File: src/rtl/rf_dbg_pkg.sv
// Shared definitions for the register-file debug dump path.
//   NUM_REGS / ADDR_W / DATA_W : default geometry of the RV32I register file
//   dump_state_t               : dump controller FSM encoding
//   dump_word_t                : one {addr,data} word as carried on the debug link
package rf_dbg_pkg;

  localparam int NUM_REGS = 32;
  localparam int ADDR_W   = 5;
  localparam int DATA_W   = 32;

  typedef enum logic [1:0] {
    ST_IDLE = 2'd0,
    ST_READ = 2'd1,
    ST_SEND = 2'd2,
    ST_DONE = 2'd3
  } dump_state_t;

  typedef struct packed {
    logic [ADDR_W-1:0] addr;
    logic [DATA_W-1:0] data;
  } dump_word_t;

endpackage

File: src/rtl/regfile_dump_ctrl.sv
// regfile_dump_ctrl
// Walks an inclusive, possibly wrapping, range of architectural registers through
// one combinational regfile read port and streams {addr,data} words to the debug link.
// o_busy stalls the CPU so the register contents stay frozen while the dump runs.
//
// Ports
//   i_clk, i_reset_n            clock (posedge) and asynchronous active-low reset
//   i_start                     dump request, only looked at in IDLE
//   i_first_addr, i_last_addr   inclusive range, captured together with i_start
//   o_rf_addr / i_rf_data       regfile read port (data is combinational from addr)
//   o_dump_valid/i_dump_ready   output word handshake
//   o_dump_addr, o_dump_data    current output word
//   o_busy                      high in READ and SEND; CPU stall request
//   o_done                      one-cycle pulse after the last word is accepted
//   o_dbg_state                 current FSM state, for debug and assertion binding
//
// Handshake: a word transfers on a rising edge where o_dump_valid && i_dump_ready.
// Once o_dump_valid rises, o_dump_addr/o_dump_data stay constant and o_dump_valid
// stays high until that transfer happens (only reset can withdraw it).
module regfile_dump_ctrl
  import rf_dbg_pkg::*;
#(
  parameter int NUM_REGS = rf_dbg_pkg::NUM_REGS,
  parameter int ADDR_W   = rf_dbg_pkg::ADDR_W,
  parameter int DATA_W   = rf_dbg_pkg::DATA_W
) (
  input  logic              i_clk,
  input  logic              i_reset_n,
  input  logic              i_start,
  input  logic [ADDR_W-1:0] i_first_addr,
  input  logic [ADDR_W-1:0] i_last_addr,
  output logic [ADDR_W-1:0] o_rf_addr,
  input  logic [DATA_W-1:0] i_rf_data,
  output logic              o_dump_valid,
  input  logic              i_dump_ready,
  output logic [ADDR_W-1:0] o_dump_addr,
  output logic [DATA_W-1:0] o_dump_data,
  output logic              o_busy,
  output logic              o_done,
  output logic [1:0]        o_dbg_state
);

  dump_state_t       state_q;
  logic [ADDR_W-1:0] ptr_q;
  logic [ADDR_W-1:0] end_q;
  logic [ADDR_W-1:0] word_addr_q;
  logic [DATA_W-1:0] word_data_q;
  logic              valid_q;
  logic              busy_q;
  logic              done_q;
  logic [ADDR_W-1:0] ptr_next;

  // Modulo NUM_REGS increment; with a power-of-two register count this is just
  // the natural ADDR_W-bit wrap (31 -> 0).
  assign ptr_next = ADDR_W'((32'(ptr_q) + 32'd1) % NUM_REGS);

  // The read address is the pointer itself: it is what READ needs, and in the
  // other states it simply holds the last value so the regfile port stays quiet.
  assign o_rf_addr    = ptr_q;
  assign o_dump_addr  = word_addr_q;
  assign o_dump_data  = word_data_q;
  assign o_dump_valid = valid_q;
  assign o_busy       = busy_q;
  assign o_done       = done_q;
  assign o_dbg_state  = state_q;

  // Output flags are registered alongside the state so that each one is a pure
  // function of the state being entered: busy in READ/SEND, valid in SEND, done in DONE.
  always_ff @(posedge i_clk or negedge i_reset_n) begin
    if (!i_reset_n) begin
      state_q     <= ST_IDLE;
      ptr_q       <= '0;
      end_q       <= '0;
      word_addr_q <= '0;
      word_data_q <= '0;
      valid_q     <= 1'b0;
      busy_q      <= 1'b0;
      done_q      <= 1'b0;
    end else begin
      case (state_q)
        ST_IDLE: begin
          done_q <= 1'b0;
          if (i_start) begin
            ptr_q   <= i_first_addr;
            end_q   <= i_last_addr;
            busy_q  <= 1'b1;
            state_q <= ST_READ;
          end
        end
        ST_READ: begin
          // Capture the word once; SEND never re-reads, so a stalled word is stable.
          word_addr_q <= ptr_q;
          word_data_q <= i_rf_data;
          valid_q     <= 1'b1;
          state_q     <= ST_SEND;
        end
        ST_SEND: begin
          if (i_dump_ready) begin
            valid_q <= 1'b0;
            if (ptr_q == end_q) begin
              busy_q  <= 1'b0;
              done_q  <= 1'b1;
              state_q <= ST_DONE;
            end else begin
              ptr_q   <= ptr_next;
              state_q <= ST_READ;
            end
          end
        end
        ST_DONE: begin
          done_q  <= 1'b0;
          state_q <= ST_IDLE;
        end
        default: begin
          valid_q <= 1'b0;
          busy_q  <= 1'b0;
          done_q  <= 1'b0;
          state_q <= ST_IDLE;
        end
      endcase
    end
  end

endmodule
File: config.mk
export PLATFORM = sky130hd
export DESIGN_NAME = regfile_dump_ctrl
export DESIGN_NICKNAME = d
export VERILOG_FILES = /design/src/rtl/rf_dbg_pkg.sv /design/src/rtl/regfile_dump_ctrl.sv
export SDC_FILE = /design/constraint.sdc
export NUM_CORES = 1
export LEC_CHECK = 0
export ABC_CLOCK_PERIOD_IN_PS = 1900
export CAP_MARGIN = 30
export CORE_MARGIN = 3
export CORE_UTILIZATION = 39
export DETAILED_ROUTE_END_ITERATION = 16
export GPL_TIMING_DRIVEN = 1
export HOLD_SLACK_MARGIN = 0.12
export PLACE_DENSITY = 0.83
export SYNTH_ARGS = -nofsm -noshare
export SYNTH_HDL_FRONTEND = slang
export SYNTH_SLANG_ARGS = --single-unit
File: constraint.sdc
create_clock -name i_clk -period 1.9 [get_ports i_clk]
set_input_delay 0.38 -clock i_clk [delete_from_list [all_inputs] [get_ports i_clk]]
set_output_delay 0.38 -clock i_clk [all_outputs]
set_load 0.02 [all_outputs]
==> out/summary.txt, run 1 <==
Minimum clock period after layout = 1850 ps
Slowest stage cell, crit path = clkdlybuf4s50_1
Worst hold slack = 460 ps
Largest net degree at the start of global routing = 45
Area leader, netlist = dfrtp_1
Post-synthesis async set-or-reset flop share = 100%
Worst EP required = 1520 ps
Slew Viols, Final = 0
Seq cells post-synth = 52
Rel. slew slack = 77.9%
Cells after Synth = 166
Fin util = 63.1%
Startpoint types = register
Gr ovfl total = 0
Yosys cell types = 34
All-layer global routing usage = 16.3%
Sink Count = 52
Synth area leaders = dfrtp_1, mux2_2, ha_1
Via count = 1697
Internal reg-to-reg setup slack = 60 ps
Period utilization = 97.1%
Reg2Reg Depth = 6
DRC viols = 0
Post-Route WL = 5300 µm
Sw Share = 37.4%
Fmax = 542 MHz
Detail Route Antenna Nets = 0
Buf/Inv on CP = 1
Part of the power in registers = 30.8%
Combinational share of power = 56.9%
Leak Pwr = 1.48 nW
Internal power = 4.12 mW
Post-DP HPWL = 4000 µm
Drt first-iter violations = 47
Clock Latency Late Sink = 300 ps
Root Driver = clkbuf_8
RSZ-0062 raised after global routing = false
Max-cap check violation count = 0
Nets = 325
Worst-Margin Slew = 331 ps
Top Ports = 93
Post-synth top flop = dfrtp_1
Diodes inserted = 0
Final GP Congestion = 0.753
Initial Util = 40.8%
Reg2reg start = o_dbg_state[1]$_DFFE_PN0P_
Die W = 82.4 µm
CP max FO = 7
DP Area = 3370 µm²
Clk pwr share = 12.4%
Htree depth = 2
DRT Pass-1 Iters = 4
Sequential share of the synthesized area = 57.2%
Cell Area, Synth = 2280 µm²
Clock Skew = 5.62 ps
Via density = 4.89
Share of cells above drive strength 1 = 28.0%
Synthesis-to-finish area growth = 54.6%
Critical path's largest stage delay = 670 ps
Status = finished, final reports clean
Die area = 6790 µm²
Post-Syn Area per Cell = 13.7 µm²
Routed WL per cell = 15.3 µm
Crit path cell chain = clkdlybuf4s50_1
Net Count, Synth = 217
Top-count cell post-synth = dfrtp_1
Number of port buffers = 92
Rows = 27
Worst vdd ir = 0.822 mV
Vias in the first global route = 1803
Core area = 5570 µm²
Worst setup startpoint = o_rf_addr[1]$_DFFE_PN0P_
Crit-path leading delay family = buffers and inverters
Die span in y = 82.4 µm
PwrDens = 1870 nW/µm²
Hold crit path type = in2async
Yosys warns = 0
Hold Fails Final Rpt = 0
Worst Setup End Kind = output pin
Post-synth top area share = 57.2%
# fillers = 433
First-pass GRT wire length = 8250 µm
Post-synth top cells = dfrtp_1, mux2_2, nand2_1
Design Area, Final = 3520 µm²
Critical R2R Capture = o_rf_addr[3]$_DFFE_PN0P_
Critical path class = reg2out
Clk buf depth = 2
Switch Pwr = 2.46 mW
Final setup viols = 0
CTS buffer count = 5
EDFF count, synth = 0
Initial antenna violation count = 0
Clk slew on worst S/H paths = 90 ps
CTS tree = yes
CP arrival = 1470 ps
[sequential cells by signal, indices dropped and copies added, names as in the netlist]
signal        flops
end_q             5
o_rf_addr         5
o_busy            1
o_dump_addr       5
o_dbg_state       2
o_dump_valid      1
o_done            1
o_dump_data      32
[metrics by stage]
step | setup slack, ps | power, mW | std cells | TNS [ps]
finish | 54.7 | 6.58 | 347 | 0
global route | 2.11 | 7.02 | 347 | 0
CTS | 28.0 | 6.64 | 346 | 0
detailed placement | -72.1 | 5.79 | 337 | -73.4
global placement | -45.8 | 5.67 | 337 | -45.8
floorplan | 1.16 | 4.16 | 166 | 0
[worst max-delay path by stage]
| stage | to | slack (ps) | cells after the start |
|---|---|---|---|
| global route | o_rf_addr[1] | 2 | 1 |
| detailed placement | o_rf_addr[3]$_DFFE_PN0P_ | -70 | 6 |
| global placement | o_rf_addr[3]$_DFFE_PN0P_ | -50 | 6 |
| floorplan | o_rf_addr[3]$_DFFE_PN0P_ | 1 | 8 |
| CTS | o_rf_addr[0] | 30 | 1 |
| finish | o_rf_addr[1] | 50 | 1 |
[timing repair]
action / CTS / global route
hold endpoints to repair: 8 / 0
setup buffers: 0 / 1
resized for setup: 0 / 3
hold buffers: 1 / 0
setup endpoints to repair: 0 / 3
[final cells by class]
cell class,instances,area (µm²),share of cell area [%]
Sequential cell,52,1310,37.1
Timing Repair Buffer,107,1040,29.6
Multi-Input combinational cell,102,932,26.5
Clock buffer,7,96.3,2.74
Tap cell,72,90.1,2.56
Clock inverter,1,30.0,0.853
Inverter,6,22.5,0.640
[cell usage in the layout, fill, tap and decap left out, drive strengths merged]
master / n
clkbuf: 7
buf: 15
o32a: 1
dlygate4sd3: 1
nor2: 4
nor3: 2
a21boi: 1
dfrtp: 52
nand2: 8
bufinv: 1
o22ai: 5
nand3: 3
inv: 6
mux2i: 2
a211o: 1
a211oi: 1
a2111o: 1
o21a: 1
a22o: 1
nor2b: 2
nand2b: 1
o21ai: 1
clkdlybuf4s50: 91
xor2: 5
nor3b: 1
nor4: 1
o22a: 2
mux2: 44
nand4: 1
a21oi: 6
ha: 5
or3: 1
and3: 1
[power groups by stage]
stage	sequential, mW	clock, mW	combinational, mW
finish	2.02	0.814	3.74
floorplan	2.64	0	1.52
detailed placement	2.07	0	3.72
global route	2.10	0.896	4.02
CTS	2.04	0.849	3.75
global placement	2.02	0	3.66
[logic make-up after synthesis]
kind of cell,Yosys count,synth area share (%)
multiplexers,46,22.8
flip-flops,52,57.2
adder cells (fa/ha/maj),5,2.75
AO/OA/AOI/OAI,21,6.38
XOR/XNOR,5,1.92
buffers and inverters,12,2.42
AND/OR/NAND/NOR,25,6.54
[layer usage]
metal  track usage (%)  vias up  share of wire (%)
met5                 0        -                  0
met4              5.81        0                1.2
met3              5.97        8                7.5
met2              28.8       54                 53
met1              17.8      835                 38
li1                  -      800                  -
Note: power is estimated with default switching activity, not from simulation.
==> run 2, diff against run 1 <==
--- a/config.mk
+++ b/config.mk
@@ -5,7 +5,7 @@
 export SDC_FILE = /design/constraint.sdc
 export NUM_CORES = 1
 export LEC_CHECK = 0
-export ABC_CLOCK_PERIOD_IN_PS = 1900
+export ABC_CLOCK_PERIOD_IN_PS = 1530
 export CAP_MARGIN = 30
 export CORE_MARGIN = 3
 export CORE_UTILIZATION = 39
==> constraint.sdc (replaced) <==
create_clock -name i_clk -period 1.53 [get_ports i_clk]
set_input_delay 0.306 -clock i_clk [delete_from_list [all_inputs] [get_ports i_clk]]
set_output_delay 0.306 -clock i_clk [all_outputs]
set_load 0.02 [all_outputs]
==> out/summary.txt, run 2 (synthesis results as in run 1) <==
Worst vdd ir = 1.11 mV (was 0.822 mV)
RSZ-0062 raised after global routing = true (was false)
Via density = 4.89 (about the same)
Sink Count = 52 (unchanged)
PwrDens = 2300 nW/µm² (was 1870 nW/µm²)
CP max FO = 4 (was 7)
First-pass GRT wire length = 8630 µm (was 8250 µm)
Critical path class = reg2reg (was reg2out)
Post-DP HPWL = 3910 µm (was 4000 µm)
Leak Pwr = 1.75 nW (was 1.48 nW)
Clk buf depth = 2 (unchanged)
Commonest non-fill, non-tap cells in the layout = dfrtp_1, clkdlybuf4s50_1, dlygate4sd2_1 (was clkdlybuf4s50_1, dfrtp_1, mux2_2)
Routed WL per cell = 16.0 µm (was 15.3 µm)
Critical R2R Capture = o_rf_addr[2]$_DFFE_PN0P_ (was o_rf_addr[3]$_DFFE_PN0P_)
Final setup viols = 44 (was 0)
Detail Route Antenna Nets = 0 (unchanged)
Startpoint types = register (unchanged)
Nets = 343 (was 325)
Core area = 5570 µm² (unchanged)
Minimum clock period after layout = 1700 ps
Status = complete, but fails checks (was finished, final reports clean)
Max FFs per register = 32 (unchanged)
Top Ports = 93 (unchanged)
Largest net degree at the start of global routing = 36 (was 45)
Worst Setup End Kind = register (was output pin)
Die area = 6790 µm² (unchanged)
Internal reg-to-reg setup slack = -170 ps (was 60 ps)
Clk slew on worst S/H paths = 90 ps (about the same)
Final GP Congestion = 0.790 (was 0.753)
Root Driver = clkbuf_8 (unchanged)
Rows = 27 (unchanged)
Clock Skew = 3.37 ps (was 5.62 ps)
Number of port buffers = 92 (unchanged)
Drt first-iter violations = 95 (was 47)
Reg2reg start = o_dbg_state[1]$_DFFE_PN0P_ (unchanged)
Placed Cells incl. Taps = 346 (was 337)
Die span in y = 82.4 µm (unchanged)
Fin worst setup slack = -172 ps (was 54.7 ps)
Failing checks = setup timing
Post-Route WL = 5830 µm (was 5300 µm)
Die W = 82.4 µm (unchanged)
Initial antenna violation count = 0 (unchanged)
Fin util = 69.2% (was 63.1%)
Htree depth = 2 (unchanged)
Hold crit path type = in2async (unchanged)
DRT Pass-1 Iters = 4 (unchanged)
Design Area, Final = 3850 µm² (was 3520 µm²)
Reg2Reg Depth = 7 (was 6)
Vias in the first global route = 1842 (was 1803)
Share of cells above drive strength 1 = 37.5% (was 28.0%)
Rel. slew slack = 71.5% (was 77.9%)
Period utilization = 111%
Via count = 1786 (was 1697)
Diodes inserted = 0 (unchanged)
Hold Fails Final Rpt = 0 (unchanged)
All-layer global routing usage = 16.8% (was 16.3%)
Clock Latency Late Sink = 300 ps (about the same)
DP Area = 3500 µm² (was 3370 µm²)
Worst EP required = 1720 ps (was 1520 ps)
CTS buffer count = 5 (unchanged)
Worst-Margin Slew = 427 ps (was 331 ps)
Slew Viols, Final = 0 (unchanged)
Commonest non-fill, non-tap cell in the layout = dfrtp_1 (was clkdlybuf4s50_1)
Synthesis-to-finish area growth = 69.4% (was 54.6%)
Final std cells w/o fill = 365 (was 347)
Fmax = 587 MHz
Max-cap check violation count = 0 (unchanged)
Gr ovfl total = 0 (unchanged)
DRC viols = 0 (unchanged)
Worst slack, placed = -330 ps (was -72.1 ps)
CP arrival = 1890 ps (was 1470 ps)
CTS tree = yes (unchanged)
Initial Util = 40.8% (unchanged)
==> run 2: changes by cell type in the layout (fill, tap and decap cells not counted), moves of 4 or more <==
cell / previous run / this run
mux2_4: 1 / 26
dlygate4sd2_1: 0 / 42
buf_6: 0 / 5
clkdlybuf4s50_1: 91 / 44
mux2_2: 42 / 18
buf_4: 13 / 21
clkdlybuf4s15_1: 0 / 4
==> run 2: routing by layer <==
layer	vias to the layer above	track usage, %	wire length, µm
met5	-	0	0
met4	0	5.32	77
met3	9	5.64	407
met2	58	28.7	2890
met1	875	19.8	2460
li1	844	-	-
==> run 2: final cells by class <==
class	count	area (µm²)
Clock buffer	7	76.3
Clock inverter	1	5.00
Fill cell	421	1720
Inverter	6	25.0
Multi-Input combinational cell	102	1110
Sequential cell	52	1310
Tap cell	72	90.1
Timing Repair Buffer	125	1240
==> run 2: timing repair <==
action / 4_1_cts / 5_1_grt
hold endpoints to repair: 17 / 0
endpoints found under the setup margin: 60 / 49
hold buffers: 1 / 0
resized for setup: 59 / 37
cloned: 1 / 3
setup buffers: 6 / 1
pin swaps: 9 / 2
==> run 2: critical path: stages (launching register included) <==
cell and delay [ps]:
dfrtp_2 420, inv_2 70, ha_4 170, nor2b_4 140, nor3_4 280, nand2_1 90, mux2_4 260, o21a_1 170
==> run 2: worst max-delay path by stage <==
stage                               start                  endpoint  slack, ps
2_1_floorplan  o_dbg_state[1]$_DFFE_PN0P_  o_rf_addr[2]$_DFFE_PN0P_       -220
5_1_grt        o_dbg_state[1]$_DFFE_PN0P_  o_rf_addr[0]$_DFFE_PN0P_       -210
4_1_cts        o_dbg_state[0]$_DFFE_PN0P_  o_rf_addr[3]$_DFFE_PN0P_       -170
6_report       o_dbg_state[1]$_DFFE_PN0P_  o_rf_addr[2]$_DFFE_PN0P_       -170
3_3_place_gp                 i_dump_ready  o_rf_addr[3]$_DFFE_PN0P_       -280
3_5_place_dp                 i_dump_ready  o_rf_addr[3]$_DFFE_PN0P_       -330
==> run 2: through the flow <==
step	setup TNS, ps	hold WS (ps)	power (mW)
2_1_floorplan	-753	10.4	5.33
3_3_place_gp	-1100	266	7.40
3_5_place_dp	-1410	268	7.54
4_1_cts	-801	499	8.23
5_1_grt	-5190	498	9.46
6_report	-2980	473	8.88
==> run 2: power by group <==
| group | switching, mW | internal [mW] |
|---|---|---|
| Sequential | 0.383 | 2.08 |
| Combinational | 2.63 | 3.04 |
| Clock | 0.422 | 0.322 |
| Total | 3.43 | 5.44 |
==> run 3, diff against run 2 <==
--- a/config.mk
+++ b/config.mk
@@ -5,14 +5,15 @@
 export SDC_FILE = /design/constraint.sdc
 export NUM_CORES = 1
 export LEC_CHECK = 0
-export ABC_CLOCK_PERIOD_IN_PS = 1530
+export ABC_AREA = 1
+export ABC_CLOCK_PERIOD_IN_PS = 1900
 export CAP_MARGIN = 30
 export CORE_MARGIN = 3
-export CORE_UTILIZATION = 39
+export CORE_UTILIZATION = 43
 export DETAILED_ROUTE_END_ITERATION = 16
 export GPL_TIMING_DRIVEN = 1
 export HOLD_SLACK_MARGIN = 0.12
-export PLACE_DENSITY = 0.83
+export PLACE_DENSITY = 0.86
 export SYNTH_ARGS = -nofsm -noshare
 export SYNTH_HDL_FRONTEND = slang
 export SYNTH_SLANG_ARGS = --single-unit
==> constraint.sdc (replaced) <==
create_clock -name i_clk -period 1.9 [get_ports i_clk]
set_input_delay 0.38 -clock i_clk [delete_from_list [all_inputs] [get_ports i_clk]]
set_output_delay 0.38 -clock i_clk [all_outputs]
set_load 0.02 [all_outputs]
==> out/summary.txt, run 3 <==
Share of cells above drive strength 1 = 9.55% (was 37.5%)
CTS buffer count = 5 (unchanged)
Post-DP HPWL = 4220 µm (was 3910 µm)
Sequential share of the synthesized area = 56.4% (was 57.2%)
Worst Setup EP = o_rf_addr[1] (was o_rf_addr[2]$_DFFE_PN0P_)
Worst slack, placed = 278 ps (was -330 ps)
EDFF count, synth = 0 (unchanged)
Post-synthesis mux area share = 2.71% (was 22.8%)
Final std cells w/o fill = 426 (was 365)
Detail Route Antenna Nets = 0 (unchanged)
Crit path cell chain = clkdlybuf4s50_1 (was inv_2 -> ha_4 -> nor2b_4 -> nor3_4 -> nand2_1 -> mux2_4 -> o21a_1)
M2 GR Usage = 32.6% (was 28.7%)
All-layer global routing usage = 18.7% (was 16.8%)
CTS tree = yes (unchanged)
Minimum clock period after layout = 1810 ps
Slew Viols, Final = 0 (unchanged)
Global Route met1 Usage = 23.7% (was 19.8%)
Root Driver = clkbuf_8 (unchanged)
Sink Count = 52 (unchanged)
Die area = 6280 µm² (was 6790 µm²)
Post-synth top cells = nand2_1, dfrtp_1, inv_1 (was dfrtp_1, mux2_2, nand2_1)
Synthesis-to-finish area growth = 50.0% (was 69.4%)
Fin worst setup slack = 86.6 ps (was -172 ps)
DRT Pass-1 Iters = 4 (unchanged)
CP arrival = 1430 ps (was 1890 ps)
Compound-gate portion of the synthesized area = 5.91% (was 6.38%)
Number of port buffers = 92 (unchanged)
Largest net degree at the start of global routing = 42 (was 36)
CP max FO = 6 (was 4)
Critical path's largest stage delay = 650 ps (was 420 ps)
Reg2reg start = o_dbg_state[0]$_DFFE_PN0P_ (was o_dbg_state[1]$_DFFE_PN0P_)
Worst vdd ir = 0.943 mV (was 1.11 mV)
Hold Fails Final Rpt = 0 (unchanged)
Nets = 406 (was 343)
Top Ports = 93 (unchanged)
Reg2Reg Depth = 8 (was 7)
Met3 Track Usage GR = 4.31% (was 5.64%)
Routed WL per cell = 13.0 µm (was 16.0 µm)
Core area = 5140 µm² (was 5570 µm²)
Post-Route WL = 5530 µm (was 5830 µm)
Die W = 79.3 µm (was 82.4 µm)
Post-synth top area share = 56.4% (was 57.2%)
Setup Fix Bufs, Post-CTS = 0 (was 6)
XOR/XNOR share of the synthesized area = 1.52% (was 1.92%)
# fillers = 420 (was 421)
Post-Syn Area per Cell = 8.95 µm² (was 13.7 µm²)
Cell Area, Synth = 2310 µm² (was 2280 µm²)
Yosys cell types = 29 (was 34)
Synth area leaders = dfrtp_1, nand2_1, ha_1 (was dfrtp_1, mux2_2, ha_1)
PwrDens = 1800 nW/µm² (was 2300 nW/µm²)
Clk buf depth = 2 (unchanged)
Seq cells post-synth = 52 (unchanged)
Worst Setup End Kind = output pin (was register)
Commonest non-fill, non-tap cells in the layout = nand2_1, clkdlybuf4s50_1, dfrtp_1 (was dfrtp_1, clkdlybuf4s50_1, dlygate4sd2_1)
First-pass GRT wire length = 9210 µm (was 8630 µm)
Clk slew on worst S/H paths = 90 ps (about the same)
Post-synthesis simple-gate area fraction = 25.9% (was 6.54%)
Initial antenna violation count = 0 (unchanged)
Worst EP required = 1520 ps (was 1720 ps)
Initial Util = 44.9% (was 40.8%)
Via density = 4.65 (was 4.89)
Buf/Inv on CP = 1 (unchanged)
Post-synth top flop = dfrtp_1 (unchanged)
Hold crit path type = reg2reg (was in2async)
Commonest non-fill, non-tap cell in the layout = nand2_1 (was dfrtp_1)
Max-cap check violation count = 0 (unchanged)
Period utilization = 95.4%
Rows = 26 (was 27)
Net Count, Synth = 309 (was 217)
Post-synthesis async set-or-reset flop share = 100% (unchanged)
Final setup viols = 0 (was 44)
Critical path class = reg2out (was reg2reg)
Drt first-iter violations = 107 (was 95)
Post-Synth Adder-Cell Area = 2.71% (was 2.75%)
Area leader, netlist = dfrtp_1 (unchanged)
Internal reg-to-reg setup slack = 260 ps (was -170 ps)
Worst hold slack = 479 ps (was 473 ps)
Leak Pwr = 1.70 nW (was 1.75 nW)
Max FFs per register = 32 (unchanged)
Worst-Margin Slew = 452 ps (was 427 ps)
Critical path depth = 1 (was 7)
Placed Cells incl. Taps = 417 (was 346)
Gr busiest metal = met2 (unchanged)
Largest family of logic cells by synthesized area = simple AND/OR/NAND/NOR gates (was multiplexers)
Crit-path leading delay family = buffers and inverters (was simple AND/OR/NAND/NOR gates)
Cells after Synth = 258 (was 166)
Status = finished, final reports clean (was complete, but fails checks)
Critical R2R Capture = o_rf_addr[2]$_DFFE_PN0P_ (unchanged)
Clock Latency Late Sink = 300 ps (about the same)
Clock Skew = 5.42 ps (was 3.37 ps)
Design Area, Final = 3460 µm² (was 3850 µm²)
Die span in y = 79.3 µm (was 82.4 µm)
Startpoint types = register (unchanged)
DP Area = 3330 µm² (was 3500 µm²)
Vias in the first global route = 1914 (was 1842)
DRC viols = 0 (unchanged)
Via count = 1983 (was 1786)
Final GP Congestion = 0.827 (was 0.790)
Worst setup startpoint = o_rf_addr[1]$_DFFE_PN0P_ (was o_dbg_state[1]$_DFFE_PN0P_)
Top-count cell post-synth = nand2_1 (was dfrtp_1)
Fmax = 551 MHz
Htree depth = 2 (unchanged)
Rel. slew slack = 69.9% (was 71.5%)
Diodes inserted = 0 (unchanged)
Yosys warns = 0 (unchanged)
RSZ-0062 raised after global routing = false (was true)
Slowest stage cell, crit path = clkdlybuf4s50_1 (was dfrtp_2)
Setup_tns = 0 ps (was -2980 ps)
Gr ovfl total = 0 (unchanged)
-- run 3: worst min path at each step --
stage,startpoint,cells past startpoint,to
after floorplan,i_reset_n,0,end_q[0]$_DFFE_PN0P_
after global placement,i_reset_n,1,o_dump_data[30]$_DFFE_PN0P_
after detailed placement,i_reset_n,1,o_dump_data[1]$_DFFE_PN0P_
after CTS,o_dump_data[19]$_DFFE_PN0P_,2,o_dump_data[19]$_DFFE_PN0P_
after global routing,o_dump_data[19]$_DFFE_PN0P_,2,o_dump_data[19]$_DFFE_PN0P_
final,o_dump_addr[0]$_DFFE_PN0P_,2,o_dump_addr[0]$_DFFE_PN0P_
-- run 3: power breakdown --
group          internal (mW)  switching [mW]
registers               1.65           0.346
logic                   1.50            1.95
clock network          0.431           0.351
-- run 3: layout make-up --
type	instances	area, µm²	share of cell area [%]
clock inverter	2	38.8	1.12
clock buffer	6	82.6	2.39
tap	70	87.6	2.53
timing repair buffer	99	986	28.5
inverter	17	71.3	2.06
multi-input combinational	180	893	25.8
sequential	52	1300	37.6
-- run 3: layer usage --
metal	vias to the layer above	part of all wire [%]	routed length (µm)
met5	-	0	0
met4	0	0.80	44
met3	5	6.4	352
met2	69	50	2740
met1	919	43	2390
li1	990	-	-
-- run 3: logic make-up (layout without fill, tap and decap cells) --
family / Yosys count / after routing
buf+inv: 26 / 124
compound gates: 20 / 20
xor+xnor: 4 / 4
simple gates: 145 / 145
flops: 52 / 52
fa+ha+maj: 5 / 5
mux: 6 / 6
-- run 3: through the flow --
stage / util [%] / total power, mW
after detailed placement: 64.7 / 5.50
after CTS: 67.3 / 6.31
after global routing: 67.4 / 6.70
final: 67.4 / 6.23
after floorplan: - / 4.02
after global placement: 64.7 / 5.39
-- run 3: timing repair --
action / in CTS / in global routing
hold buffers: 1 / 0
resized for setup: 0 / 2
endpoints found under the setup margin: 0 / 2
hold endpoints to repair: 19 / 0
==> RTL change 1 (settings of run 1) <==
Set the package constant `ADDR_W` to 3 (it was 5).
--- a/src/rtl/rf_dbg_pkg.sv
+++ b/src/rtl/rf_dbg_pkg.sv
@@ -7,3 +7,3 @@
   localparam int NUM_REGS = 32;
-  localparam int ADDR_W   = 5;
+  localparam int ADDR_W   = 3;
   localparam int DATA_W   = 32;
Interface: changed (resized i_first_addr, i_last_addr, o_dump_addr and o_rf_addr); port bits go from 93 to 85. The function was not compared with the original's and may differ.
==> RTL change 1 against run 1 <==
- final area is 13% lower
- sequential share of layout area is 0.58 points higher
- cell count down 12%
- register-to-register slack improved by 0.22 ns
- power down 16%
- via count decreased by 14%
- count of clock-buffer cells in the layout is 1 lower
- fmax increased by 5.0%
- sequential cell count shrank 6
- area after synthesis shrank 14%
- worst setup slack improved by 0.088 ns
- wire length down 19%
- non-clock buffer count fell by 13
==> RTL change 1: results (changes against run 1) <==
Worst setup path
  • Crit path max fanout: 5 (was 7)
  • Crit path largest cell delay: 0.64 ns (was 0.67 ns)
  • Arr. time, crit path: 1.38 ns (was 1.47 ns)
  • Worst R2R Start: o_dbg_state[0] (was o_dbg_state[1])
  • R2R depth: 7 (was 6)
  • R2r setup slk: 0.28 ns (was 0.06 ns)
  • CP Capture Point: o_rf_addr[2] (was o_rf_addr[1])
  • Reg-to-reg endpoint: o_rf_addr[1] (was o_rf_addr[3])

Timing
  • Final hold vios: 0 (unchanged)
  • Slew of the pin with the lowest slew margin: 0.2777 ns (was 0.3315 ns)
  • Final WS setup: 0.1429 ns (was 0.05474 ns)
  • Hold Slack: 0.4324 ns (was 0.4598 ns)
  • Layout Skew: 0.005319 ns (was 0.005622 ns)

Logic synthesis
  • Area contributors post-synth: dfrtp_1, mux2_2, ha_1 (unchanged)
  • Avg Cell Area, Syn: 13.77 µm² (was 13.71 µm²)
  • Cell variety after synth: 31 (was 34)
  • Compound-Gate Fraction of Synth Area: 4.862% (was 6.377%)
  • Adder-cell share of the synthesized area: 2.559% (was 2.749%)
  • Sequential-to-total area share from yosys stat: 58.86% (was 57.17%)
  • Syn nets: 188 (was 217)
  • Post-synthesis mux area share: 22.39% (was 22.81%)
  • Synth Area in XOR/XNOR: 1.344% (was 1.924%)
  • Top cells by count, synth: dfrtp_1, mux2_2, inv_1, o21ai_0 (was dfrtp_1, mux2_2, nand2_1)

Placement
  • Area after DPL: 0.002934 mm² (was 0.003367 mm²)
  • Port Buf Inserts: 84 (was 92)
  • Post-DP HPWL: 3301 µm (was 4005 µm)
  • Inst Count DP: 297 (was 337)
  • Post-Place Worst Slack: 0.1281 ns (was -0.07212 ns)
  • GPL Wtd Cong: 0.7869 (was 0.7533)

Clocking
  • Max Root-Sink Buffers: 2 (unchanged)
  • PostCTS Resize Cnt: 0 (unchanged)

Power and ir drop
  • Total power: 5.521 mW (was 6.580 mW)
  • Internal power: 3.543 mW (was 4.122 mW)
  • Clock power frac: 13.1% (was 12.4%)
  • Combinational cell fraction of total power: 55.4% (was 56.9%)
  • Max IR drop VDD: 0.0008070 V (was 0.0008217 V)
  • Static Leakage: 1.280 nW (was 1.475 nW)

Global route
  • Vias in the first global route: 1589 (was 1803)
  • Largest net degree at the start of global routing: 37 (was 45)
  • Total global routing track utilization: 16.03% (was 16.30%)
  • Global-route wire length before repair: 7548 µm (was 8252 µm)

Cells and area
  • Nets: 284 (was 325)
  • Filler Cell Count: 411 (was 433)
  • Share of layout cells above drive strength 1: 25.63% (was 28.00%)
  • Cell Count, Final, Fillers Out: 305 (was 347)

Run status
  • Status: complete, no violations (unchanged)

Routing
  • DR iter-0 viols: 79 (was 47)
  • DRT Wirelength: 4304 µm (was 5298 µm)
  • DR pass1 iterations: 4 (unchanged)
==> RTL change 1: cell count changes in the layout (fill, tap and decap cells not counted), moves of 4 or more <==
cell             before  now
buf_4                13    8
clkdlybuf4s50_1      91   83
mux2_2               42   38
nand2_1               8    4
o21ai_0               0    5
xor2_1                5    0
==> RTL change 1: what timing repair did <==
action / 4_1_cts / 5_1_grt
hold endpoints to repair: 3 / 0
endpoints found under the setup margin: 0 / 0
hold buffers: 1 / 0
==> RTL change 1: layer usage <==
layer  track usage [%]  vias up  share of wire, %
met1             18.66      700                40
met5                 0        -                 0
met4             4.348        0               1.5
met2             28.22       47                52
met3             5.164        8               6.3
li1                  -      700                 -
==> RTL change 1: cell type report <==
class / count / area [µm²] / area share, %
clock inverter: 1 / 30.03 / 0.9824
tap: 67 / 83.83 / 2.743
multi-input combinational: 86 / 764.5 / 25.01
sequential: 46 / 1151 / 37.66
timing repair buffer: 94 / 925.9 / 30.29
inverter: 5 / 18.77 / 0.6140
clock buffer: 6 / 82.58 / 2.702
==> RTL change 2 (settings of run 1) <==
Made on the original files. Make the reset (`i_reset_n`) synchronous in one clocked block. Comments in the files are not updated.
--- a/src/rtl/regfile_dump_ctrl.sv
+++ b/src/rtl/regfile_dump_ctrl.sv
@@ -68,3 +68,3 @@
   // function of the state being entered: busy in READ/SEND, valid in SEND, done in DONE.
-  always_ff @(posedge i_clk or negedge i_reset_n) begin
+  always_ff @(posedge i_clk) begin
     if (!i_reset_n) begin
Behaviour: differs if i_reset_n is asserted again (counterexample within 4 cycles, from zero or initial values and one cycle with i_reset_n low); with i_reset_n held inactive, the same outputs for 10 cycles.
==> RTL change 2 against run 1 <==
- first-iteration DRC count rose by 55%
- worst setup slack better by 0.041 ns
- sequential power shrank 27%
- power decreased by 36%
- critical path depth is the same
- wire length decreased by 0.77%
- area after synthesis fell by 5.2%
- largest power group unchanged
- sequential cell count unchanged
- final area down 4.6%
- hold slack improved by 0.012 ns
- critical endpoint is now o_rf_addr[4]
- combinational power shrank 49%
==> RTL change 2: results (changes against run 1) <==
Run status
  • Status: complete, no violations (unchanged)

Logic synthesis
  • Top cells by count, synth: dfxtp_1, nor2_1, mux2i_1 (was dfrtp_1, mux2_2, nand2_1)
  • Compound-Gate Fraction of Synth Area: 7.304% (was 6.377%)
  • Area contributors post-synth: dfxtp_1, mux2i_1, nor2_1 (was dfrtp_1, mux2_2, ha_1)
  • Gate Count Post-Synth: 226 (was 166)
  • Sequential-to-total area share from yosys stat: 48.23% (was 57.17%)
  • Syn nets: 277 (was 217)
  • Synthesis warning total: 0 (unchanged)
  • Synth Area in XOR/XNOR: 2.029% (was 1.924%)
  • Adder-cell share of the synthesized area: 2.899% (was 2.749%)
  • Post-synthesis mux area share: 18.55% (was 22.81%)
  • Ys async rst share: 0% (was 100.0%)
  • Cell variety after synth: 31 (was 34)

Cells and area
  • Max reg flops: 32 (unchanged)
  • Nets: 377 (was 325)
  • Cell Count, Final, Fillers Out: 397 (was 347)
  • Share of layout cells above drive strength 1: 8.563% (was 28.00%)
  • Antenna Cells: 0 (unchanged)
  • Filler Cell Count: 462 (was 433)

Routing
  • DRT Wirelength: 5257 µm (was 5298 µm)
  • DR iter-0 viols: 73 (was 47)
  • Via density: 4.804 (was 4.890)

Worst setup path
  • CP top delay family: buffers and inverters (unchanged)
  • Crit path launch: o_rf_addr[4] (was o_rf_addr[1])
  • Crit path max fanout: 5 (was 7)
  • Arr. time, crit path: 1.42 ns (was 1.47 ns)
  • Crit path largest cell delay: 0.65 ns (was 0.67 ns)
  • Worst R2R Start: o_dbg_state[0] (was o_dbg_state[1])
  • Worst path slowest cell: clkdlybuf4s50_1 (unchanged)

Power and ir drop
  • Static Leakage: 1.306 nW (was 1.475 nW)
  • Max IR drop VDD: 0.0006681 V (was 0.0008217 V)

Global route
  • Total global routing track utilization: 17.16% (was 16.30%)
  • Initial antenna violation count: 0 (unchanged)
  • Vias in the first global route: 1875 (was 1803)
  • Global-route wire length before repair: 8652 µm (was 8252 µm)
  • Largest net degree at the start of global routing: 24 (was 45)

Min path
  • Worst min path class: reg2reg (was in2async)
  • Hold path start: end_q[3]

Clocking
  • Worst-skew pair later-pin latency: 0.31 ns
  • Max Root-Sink Buffers: 2 (unchanged)
  • CTS H-tree lvls: 2 (unchanged)
  • CTS Buf Count: 5 (unchanged)

Placement
  • Inst Count DP: 389 (was 337)
  • Post-DP HPWL: 4018 µm (was 4005 µm)
  • GPL Wtd Cong: 0.8237 (was 0.7533)
  • Area after DPL: 0.003233 mm² (was 0.003367 mm²)

Timing
  • Slew of the pin with the lowest slew margin: 0.4652 ns (was 0.3315 ns)
  • Layout Skew: 0.007457 ns (was 0.005622 ns)
## RTL change 2: changes by cell type after synthesis, sizes merged, moves of 12 or more
cell and change:
dfrtp -52, dfxtp +52, mux2 -44, mux2i +38, nand2 +12, nor2 +39
## RTL change 2: per-layer routing
layer,routed length (µm),global-route usage (%)
met1,2253,20.68
met3,428,5.605
met5,0,0
met4,96,6.081
met2,2478,28.48
## RTL change 2: area by class of cell
class	count	area (µm²)	area share [%]
sequential	52	1041	31.01
tap	70	87.58	2.609
inverter	5	18.77	0.5591
multi-input combinational	157	1042	31.05
timing repair buffer	105	1046	31.16
clock buffer	6	82.58	2.460
clock inverter	2	38.79	1.155
## RTL change 2: timing repair
action | 4_1_cts | 5_1_grt
buffers inserted | 0 | 0
gates resized for setup | 0 | 1
setup endpoints to repair | 0 | 1
## RTL change 2: path summary, 6_finish.rpt
kind | to | slack, ns | cells past startpoint
setup / recovery | o_rf_addr[4] | 0.1 | 1
hold / removal | end_q[3] | 0.47 | 2
setup reg to reg | o_rf_addr[1] | 0.1 | 7
hold reg to reg | end_q[3] | 0.47 | 2
## RTL change 2: worst min-delay path, delay by kind of cell, from the launching register on
family / cells / cell delay (ns)
and+or+nand+nor: 1 / 0.05
AOI/OAI and AO/OA: 1 / 0.05
DFF: 1 / 0.33
## RTL change 2: kinds of logic after synthesis
kind of cell,Yosys count
compound gates,25
buf+inv,17
mux,40
simple gates,82
flops,52
xor+xnor,5
fa+ha+maj,5
## RTL change 2: power by group
part           switching, mW  internal, mW  total (mW)
Sequential             0.167          1.31        1.48
Combinational          0.966         0.948        1.91
Clock                  0.369         0.431       0.800
## RTL change 2: per-stage QoR
step                  TNS (ns)  util, %  setup slack [ns]  power, mW
finish                       0    64.09           0.09533      4.192
global route                 0    64.09          0.009375      4.456
CTS                          0    64.05           0.01767      4.238
detailed placement  -0.0008984    61.73        -0.0008984      3.424
global placement             0    61.73           0.01789      3.384
floorplan                    0        -           0.02766      2.686
